### config.mk
export PLATFORM = sky130hd
export DESIGN_NAME = data_mem_arbiter
export DESIGN_NICKNAME = d
export VERILOG_FILES = /design/src/rtl/data_mem_arbiter_pkg.sv /design/src/rtl/data_mem_arbiter_sat_counter.sv /design/src/rtl/data_mem_arbiter.sv
export SDC_FILE = /design/constraint.sdc
export NUM_CORES = 1
export LEC_CHECK = 0
export ABC_AREA = 1
export BUFFER_PORTS_ARGS = -buffer_cell sky130_fd_sc_hd__buf_2
export CAP_MARGIN = 30
export CORE_AREA = 4 4 118 120
export DETAILED_ROUTE_END_ITERATION = 7
export DIE_AREA = 0 0 122 124
export GPL_ROUTABILITY_DRIVEN = 0
export PLACE_DENSITY = 0.52
export REMOVE_ABC_BUFFERS = 1
export SLEW_MARGIN = 20
export SYNTH_ARGS = -nofsm -noshare
export SYNTH_HDL_FRONTEND = slang
export SYNTH_SLANG_ARGS = --single-unit
### constraint.sdc
create_clock -name clk -period 2.3 [get_ports clk]
set_input_delay 0.115 -clock clk [delete_from_list [all_inputs] [get_ports clk]]
set_output_delay 0.115 -clock clk [all_outputs]
set_load 0.005 [all_outputs]
### src/rtl/data_mem_arbiter_pkg.sv
// Shared definitions for the data RAM arbiter: FSM state encodings and funct3 size codes.
// Latency: n/a (package).
// Backpressure: n/a (package).
// Contents: ARB_CORE/ARB_EXT state codes, load/store funct3 codes, counter width helper.
package data_mem_arbiter_pkg;

  // Arbiter FSM states
  localparam logic [0:0] ARB_CORE = 1'b0;  // core priority with starvation guard
  localparam logic [0:0] ARB_EXT  = 1'b1;  // locked external burst

  // funct3 size/sign codes carried on *_ubhw
  localparam logic [2:0] F3_LB  = 3'b000;
  localparam logic [2:0] F3_LH  = 3'b001;
  localparam logic [2:0] F3_LW  = 3'b010;
  localparam logic [2:0] F3_LBU = 3'b100;
  localparam logic [2:0] F3_LHU = 3'b101;
  localparam logic [2:0] F3_SB  = 3'b000;
  localparam logic [2:0] F3_SH  = 3'b001;
  localparam logic [2:0] F3_SW  = 3'b010;

  // Bits needed to hold 0..max; never less than one bit so max=0 still yields a legal vector.
  function automatic int unsigned cnt_width(input int unsigned max);
    return (max < 1) ? 1 : $clog2(max + 1);
  endfunction

endpackage

### src/rtl/data_mem_arbiter_sat_counter.sv
// Saturating up-counter with clear; clear and increment in the same cycle restart the count at 1.
// Latency: count updates at the clock edge following clr/inc.
// Backpressure: none; holds at MAX while inc stays high.
// Ports: clk, rst (sync, active-high), clr, inc in; cnt out [W-1:0].
module arb_sat_counter
  import data_mem_arbiter_pkg::*;
#(
  parameter int unsigned MAX = 4,
  parameter int unsigned W   = cnt_width(MAX)
) (
  input  logic         clk,
  input  logic         rst,
  input  logic         clr,
  input  logic         inc,
  output logic [W-1:0] cnt
);

  // Clear is applied before the increment so a clr+inc cycle starts a fresh run at 1.
  logic [W-1:0] base;
  assign base = clr ? '0 : cnt;

  always_ff @(posedge clk) begin
    if (rst) begin
      cnt <= '0;
    end else if (inc && (base < W'(MAX))) begin
      cnt <= base + W'(1);
    end else begin
      cnt <= base;
    end
  end

endmodule

### src/rtl/data_mem_arbiter.sv
// Shares RAM_B between the core MEM stage and an external requester, one access per cycle.
// Latency: grant, RAM mux and core_rdata are combinational; ext_rdata/ext_rvalid one cycle after a granted read.
// Backpressure: a denied core_req raises core_stall; a denied ext_req simply sees no ext_gnt and must hold.
// Ports: core_* (MEM-stage request, core_rdata, core_stall), ext_* (request, lock, ext_gnt, registered
//        ext_rvalid/ext_rdata), ram_* (RAM_B port A: addr/din/we/ubhw out, dout in), clk, rst (sync, active-high).
module data_mem_arbiter
  import data_mem_arbiter_pkg::*;
#(
  parameter int unsigned STARVE_MAX = 4,
  parameter int unsigned BURST_MAX  = 8
) (
  input  logic        clk,
  input  logic        rst,
  input  logic        core_req,
  input  logic        core_we,
  input  logic [31:0] core_addr,
  input  logic [31:0] core_wdata,
  input  logic [2:0]  core_ubhw,
  output logic [31:0] core_rdata,
  output logic        core_stall,
  input  logic        ext_req,
  input  logic        ext_lock,
  input  logic        ext_we,
  input  logic [31:0] ext_addr,
  input  logic [31:0] ext_wdata,
  input  logic [2:0]  ext_ubhw,
  output logic        ext_gnt,
  output logic        ext_rvalid,
  output logic [31:0] ext_rdata,
  output logic [31:0] ram_addr,
  output logic [31:0] ram_din,
  output logic        ram_we,
  output logic [2:0]  ram_ubhw,
  input  logic [31:0] ram_dout
);

  localparam int unsigned SW = cnt_width(STARVE_MAX);
  localparam int unsigned BW = cnt_width(BURST_MAX);

  logic [0:0]    state, state_nxt;
  logic [SW-1:0] starve_cnt;
  logic [BW-1:0] burst_cnt;
  logic          core_gnt;
  logic          core_slot;
  logic          starved;
  logic          lock_cont;
  logic [BW:0]   burst_nv;

  // burst_cnt only reaches BURST_MAX in ARB_CORE right after a maxed-out burst: that cycle is the core's owed slot.
  assign core_slot = (state == ARB_CORE) && (burst_cnt == BW'(BURST_MAX));
  assign starved   = (starve_cnt == SW'(STARVE_MAX));

  always_comb begin
    core_gnt = 1'b0;
    ext_gnt  = 1'b0;
    if (state == ARB_EXT) begin
      ext_gnt  = ext_req;
      core_gnt = core_req && !ext_req;
    end else if (core_slot) begin
      core_gnt = core_req;
      ext_gnt  = ext_req && !core_req;
    end else if (core_req && ext_req) begin
      ext_gnt  = starved;
      core_gnt = !starved;
    end else begin
      core_gnt = core_req;
      ext_gnt  = ext_req;
    end
  end

  assign core_stall = core_req && !core_gnt;

  // Burst bookkeeping: burst_nv is the number of locked grants including this one.
  assign lock_cont = ext_gnt && ext_lock;
  assign burst_nv  = (state == ARB_EXT) ? ({1'b0, burst_cnt} + (BW + 1)'(1)) : (BW + 1)'(1);
  assign state_nxt = (lock_cont && (burst_nv < (BW + 1)'(BURST_MAX))) ? ARB_EXT : ARB_CORE;

  always_ff @(posedge clk) begin
    if (rst) begin
      state <= ARB_CORE;
    end else begin
      state <= state_nxt;
    end
  end

  // Consecutive cycles ext_req has lost; any ext grant or idle ext side resets the run.
  arb_sat_counter #(.MAX(STARVE_MAX), .W(SW)) u_starve_cnt (
    .clk (clk),
    .rst (rst),
    .clr (ext_gnt || !ext_req),
    .inc (ext_req && !ext_gnt),
    .cnt (starve_cnt)
  );

  // Locked grants in the current burst; ARB_CORE always restarts it (at 1 when a lock grant opens a burst).
  arb_sat_counter #(.MAX(BURST_MAX), .W(BW)) u_burst_cnt (
    .clk (clk),
    .rst (rst),
    .clr ((state == ARB_CORE) || !lock_cont),
    .inc (lock_cont),
    .cnt (burst_cnt)
  );

  always_comb begin
    ram_we   = 1'b0;
    ram_addr = '0;
    ram_din  = '0;
    ram_ubhw = '0;
    if (core_gnt) begin
      ram_we   = core_we;
      ram_addr = core_addr;
      ram_din  = core_wdata;
      ram_ubhw = core_ubhw;
    end else if (ext_gnt) begin
      ram_we   = ext_we;
      ram_addr = ext_addr;
      ram_din  = ext_wdata;
      ram_ubhw = ext_ubhw;
    end
  end

  assign core_rdata = core_gnt ? ram_dout : '0;

  // RAM_B reads asynchronously, so the ext response is captured at the edge closing the grant cycle.
  always_ff @(posedge clk) begin
    if (rst) begin
      ext_rvalid <= 1'b0;
      ext_rdata  <= '0;
    end else begin
      ext_rvalid <= ext_gnt && !ext_we;
      if (ext_gnt && !ext_we) begin
        ext_rdata <= ram_dout;
      end
    end
  end

endmodule

==> results of run 1 <==
-- per-stage QoR --
stage | hold WS (ns) | setup slack, ns | instances | area (um^2) | utilization, %
after floorplan | 0.184 | -0.850 | 466 | 2570 | -
after global placement | 0.405 | 0.615 | 959 | 4440 | 34.2
after detailed placement | 0.407 | 0.581 | 959 | 4440 | 34.2
after CTS | 0.114 | 0.275 | 967 | 4580 | 35.3
after global routing | 0.128 | 0.0941 | 967 | 4580 | 35.3
final | 0.119 | 0.315 | 967 | 4580 | 35.3
-- metal layers --
| metal | up-vias | part of all wire (%) | track usage, % |
|---|---|---|---|
| li1 | 2094 | - | - |
| met1 | 1697 | 42 | 20.8 |
| met2 | 195 | 47 | 27.7 |
| met3 | 18 | 9.7 | 3.81 |
| met4 | 0 | 2.1 | 4.83 |
| met5 | - | 0 | 0 |
-- power by group --
group | switching [mW] | internal [mW] | total (mW)
Combinational | 0.354 | 0.302 | 0.656
Sequential | 0.0136 | 0.738 | 0.751
Clock | 0.253 | 0.403 | 0.656
Total | 0.620 | 1.44 | 2.06
-- cell usage after synthesis --
library cell	instances	area share [%]
dfxtp_1	41	30
clkinv_1	1	0.14
nor2_1	45	6.1
and3_1	1	0.23
inv_1	44	6.0
xor2_1	1	0.32
nand3_1	34	6.2
nand4_1	3	0.68
a211oi_1	1	0.27
nand2_2	4	0.91
ha_1	2	0.91
nand2_1	245	33
buf_4	1	0.27
a21oi_4	1	0.59
nor2_2	1	0.23
o21ai_0	3	0.55
buf_6	4	1.6
buf_2	19	3.5
inv_2	1	0.14
nor3b_1	1	0.27
clkbuf_1	7	0.96
a21oi_1	36	6.6
nor3_1	1	0.18
-- worst max path at each step --
stage                         from      endpoint  slack (ns)  cells past startpoint
6_report        u_burst_cnt.cnt[1]    ram_din[0]        0.31                     11
5_1_grt         u_burst_cnt.cnt[1]   ram_din[19]        0.09                     11
4_1_cts         u_burst_cnt.cnt[1]    ram_din[0]        0.28                     11
3_5_place_dp    u_burst_cnt.cnt[1]    ram_din[0]        0.58                     11
3_3_place_gp    u_burst_cnt.cnt[1]  ram_addr[19]        0.61                     11
2_1_floorplan  u_starve_cnt.cnt[2]  ext_rdata[0]       -0.85                      7
-- kinds of logic after synthesis --
kind of cell             count (synthesis)  synth area share, %
flip-flops                              41                 29.9
XOR/XNOR                                 1                0.319
adder cells (fa/ha/maj)                  2                0.911
buffers and inverters                   77                 12.6
AND/OR/NAND/NOR                        335                 48.3
AO/OA/AOI/OAI                           41                 7.97
-- sequential cells by signal, indices dropped and copies added, names as in the netlist --
register / count
ext_rvalid: 1
ext_rdata: 32
u_starve_cnt.cnt: 3
u_burst_cnt.cnt: 4
state: 1
-- worst max-delay path, delay by kind of cell (launching register included) --
kind,cells,cell delay (ns)
AND/OR/NAND/NOR,8,0.72
buffers and inverters,3,0.56
flip-flops,1,0.31
-- cell type report --
cell class,count,area [um^2],share of cell area (%)
clock buffer,8,136,2.98
inverter,46,173,3.77
multi-input combinational,379,1580,34.5
sequential,41,821,17.9
tap,176,220,4.81
timing repair buffer,317,1650,36.0
==> metrics.txt, run 1 <==
RSZ-0062 raised after global routing no; CTS Hold Bufs 0; Diodes inserted 0; Initial Utilization 21.2%; most frequent cells in the layout buf_2, nand2_1, nor2_1; Final min period 1.99 ns; Worst setup SP type flip-flop; Vias/cell 4.14; total design power 2.06 mW; highest-delay cell along the critical path dfxtp_1; endpoints failing hold 0; GRT Total Usage 16.4%; largest net degree at the start of global routing 55; Synth warnings 0; setup violators final 0; Routed Antenna Nets 0; CP Capture Type output pin; First DRT Iteration DRCs 174; post-DR wirelength/cell 14.5 um; setup bufs post-CTS 0; Slew headroom 66.2%; worst slew pin tran 0.506 ns; Clock Latency Late Sink 0.27 ns; DRT Wirelength 14,000 um; Fin Setup TNS 0 ns; gr ovfl total 0; Die X 122 um; Area Growth Syn to Fin 66.7%; hpwl dp 11,200 um; DRT Pass-1 Iters 4; drt drc 0; Worst R2R Start u_starve_cnt.cnt[0]; first-pass GRT wire length 19,700 um; full die area 15,100 um^2; Mean Syn Cell Area 5.53 um^2; CTS tree built; Slew Limit Fails 0; CP Max Fanout 24; status finished clean; VDD IR-drop max 335 uV; Die Y 124 um; Worst Hold End ext_rdata[14]; commonest non-fill, non-tap cell in the layout buf_2; maximum clock insertion buffer count 2; Core Area 13,000 um^2; Post-Synthesis Cell Area 2750 um^2; Max Fclk 0.504 GHz; CTS buffer count 5; Netlist cell types 23; H-tree depth 2; max incr delay on CP 0.31 ns; quantity of gates resized following cts 0; Worst Path Arrival 1.87 ns; r2r worst-path depth 10; Lkg Pwr 2.86 nW; top-level port count 308; hold path depth 3; layout cell share with drive strength beyond 1 41.6%; synthesized instance count 497; clk_skew 0.00476 ns; vias in the first global route 3,644; CP most frequent cell nand2_2; kind of critical path flip-flop to output pin; Fillers 1,483; reg-to-reg setup timing slack 0.64 ns; cells along the critical path nor2_1 > nand3_1 > nand2_2 > nand2_2 > nand2_2 > nand2_2 > inv_2 > buf_4 > nand2_1 > nand2_1 > buf_2; post-synthesis register bit count 41; clk slew on worst S/H paths 0.06 ns; min-delay src ram_dout[14]; Final period util 86.3%; max cap viols 0; PD cells 451 nW/um^2; CP required 2.18 ns; Clock Tree Root clkbuf_16; clk sink count 41; DR vias 4,004; sequential fraction of the synthesis area 29.9%; I/O Buffers 307; Rows 42; r2r endpoint ext_rdata[30]; Post-layout nets 965; initial antenna violation count 0; path type of the worst min-delay path primary input to flip-flop
(Power assumes the default switching activity.)
==> inputs of run 2 (changes only) <==
--- a/config.mk
+++ b/config.mk
@@ -8,13 +8,12 @@
 export ABC_AREA = 1
 export BUFFER_PORTS_ARGS = -buffer_cell sky130_fd_sc_hd__buf_2
 export CAP_MARGIN = 30
-export CORE_AREA = 4 4 118 120
+export CORE_AREA = 2 2 119 121
 export DETAILED_ROUTE_END_ITERATION = 7
-export DIE_AREA = 0 0 122 124
+export DIE_AREA = 0 0 121 123
 export GPL_ROUTABILITY_DRIVEN = 0
-export PLACE_DENSITY = 0.52
+export PLACE_DENSITY = 0.5
 export REMOVE_ABC_BUFFERS = 1
-export SLEW_MARGIN = 20
 export SYNTH_ARGS = -nofsm -noshare
 export SYNTH_HDL_FRONTEND = slang
 export SYNTH_SLANG_ARGS = --single-unit
==> run 2 against run 1 <==
Clock power increased by 4.4%; design area decreased by 0.27%; worst hold slack got worse by 0.018 ns; final cell count increased by 0.31%; critical path depth increased by 1; highest routed layer is now met5; die area decreased by 1.6%; clock skew increased by 0.0030 ns.
==> metrics.txt, run 2 (same netlist as run 1, synthesis figures left out) <==
Worst setup SP type flip-flop; path type of the worst min-delay path primary input to flip-flop; first-pass GRT wire length 18,300 um; gr ovfl total 0; Area Growth Syn to Fin 66.2%; fin cells 970; min-delay src ram_dout[3]; max incr delay on CP 0.36 ns; CP required 2.18 ns; max cap viols 0; Vias/cell 4.10; register area 821 um^2; DRT Pass-1 Iters 4; most frequent cells in the layout buf_2, nand2_1, nor2_1; CP Capture Type output pin; Slew headroom 64.1%; Final period util 90.3%; Largest regs ext_rdata: 32 flops, u_burst_cnt.cnt: 4 flops, u_starve_cnt.cnt: 3 flops; drt drc 0; area of the multi-input gates 1580 um^2; highest-delay cell along the critical path dfxtp_1; H-tree depth 2; post-DR wirelength/cell 13.5 um; PD cells 456 nW/um^2; Die X 121 um; CP Max Fanout 38; r2r endpoint ext_rdata[17]; GRT Total Usage 15.8%; CTS buffer count 5; CTS Hold Bufs 0; Routed Antenna Nets 0; setup bufs post-CTS 0; Clock Tree Root clkbuf_16; reg-to-reg setup timing slack 0.77 ns; endpoints failing hold 0; clk slew on worst S/H paths 0.06 ns; Max Fclk 0.481 GHz; Rows 43; Worst Hold End ext_rdata[3]; post-place instance area 4430 um^2; clk sink count 41; Clock Latency Late Sink 0.29 ns; layout cell share with drive strength beyond 1 41.8%; Diodes inserted 0; kind of critical path flip-flop to output pin; RSZ-0062 raised after global routing no; Worst Path Arrival 1.96 ns; worst hold slack 0.101 ns; full die area 14,900 um^2; vias in the first global route 3,383; setup violators final 0; I/O Buffers 307; quantity of gates resized following cts 0; CTS tree built; Lkg Pwr 2.86 nW; Die Y 123 um; hpwl dp 10,300 um; Fillers 1,547; Util after Layout 33.6%; DRT Wirelength 13,100 um; final worst slack 0.223 ns; final instance area 4570 um^2; First DRT Iteration DRCs 211; commonest non-fill, non-tap cell in the layout buf_2; r2r worst-path depth 8; dpl cells 962; VDD IR-drop max 323 uV; Core Area 13,600 um^2; clk_skew 0.00773 ns; Final min period 2.08 ns; initial antenna violation count 1; number of flip-flops in the largest register 32; maximum clock insertion buffer count 2; Biggest register ext_rdata; Post-layout nets 964; Place WS 0.507 ns; status finished clean; worst slew pin tran 0.538 ns; top-level port count 308; Initial Utilization 20.2%; largest net degree at the start of global routing 67; DR vias 3,976; Worst R2R Start u_starve_cnt.cnt[2]; hold path depth 3; cells along the critical path nor2_1 > nand2_1 > nand2_1 > nand2_2 > nand2_2 > nand2_2 > nand2_2 > inv_2 > buf_12 > nand2_1 > nand2_1 > buf_2; Slew Limit Fails 0
==> run 2: changes by cell type in the layout (fill, tap and decap cells not counted) <==
| cell | previous run | this run |
|---|---|---|
| clkbuf_1 | 3 | 1 |
| clkinv_2 | 0 | 2 |
| buf_12 | 3 | 2 |
==> run 2: power by group <==
group | total, mW | internal (mW) | switching, mW | leakage (nW)
clock | 0.685 | 0.399 | 0.286 | 0.0706
combinational | 0.646 | 0.298 | 0.349 | 2.46
sequential | 0.751 | 0.738 | 0.0130 | 0.334
total | 2.08 | 1.43 | 0.648 | 2.86
==> run 2: how the worst max path moves through the flow <==
stage / start / cells after the start / to / slack, ns
2_1_floorplan: u_starve_cnt.cnt[2] / 7 / ext_rdata[0] / -0.85
3_3_place_gp: u_burst_cnt.cnt[1] / 11 / ram_addr[29] / 0.51
5_1_grt: u_burst_cnt.cnt[1] / 11 / ram_addr[29] / 0.03
4_1_cts: u_starve_cnt.cnt[0] / 12 / ram_addr[29] / 0.18
3_5_place_dp: u_starve_cnt.cnt[0] / 12 / ram_addr[29] / 0.51
6_report: u_starve_cnt.cnt[0] / 12 / ram_addr[2] / 0.22
==> run 2: per-stage QoR <==
step	TNS [ns]	power, mW
final	0	2.08
after global routing	0	2.20
after CTS	0	2.11
after detailed placement	0	1.42
after global placement	0	1.42
after floorplan	-27.97	1.01
==> run 2: cell type report <==
| class | count | area share (%) |
|---|---|---|
| clock buffer | 6 | 2.82 |
| clock inverter | 2 | 0.219 |
| inverter | 46 | 3.78 |
| multi-input combinational | 379 | 34.6 |
| sequential | 41 | 18.0 |
| tap | 180 | 4.93 |
| timing repair buffer | 316 | 35.7 |
==> run 2: worst max-delay path: cells and delay by family, from the launching register on <==
kind | cells | cell delay, ns
buffers and inverters | 3 | 0.64
flip-flops | 1 | 0.36
AND/OR/NAND/NOR | 9 | 0.63
==> run 2: per-layer routing <==
metal	up-vias	GRT usage [%]	wire length (um)
met5	-	0	13
met4	2	4.14	127
met3	10	4.15	1210
met2	178	26.3	6120
met1	1697	20.1	5650
li1	2089	-	-
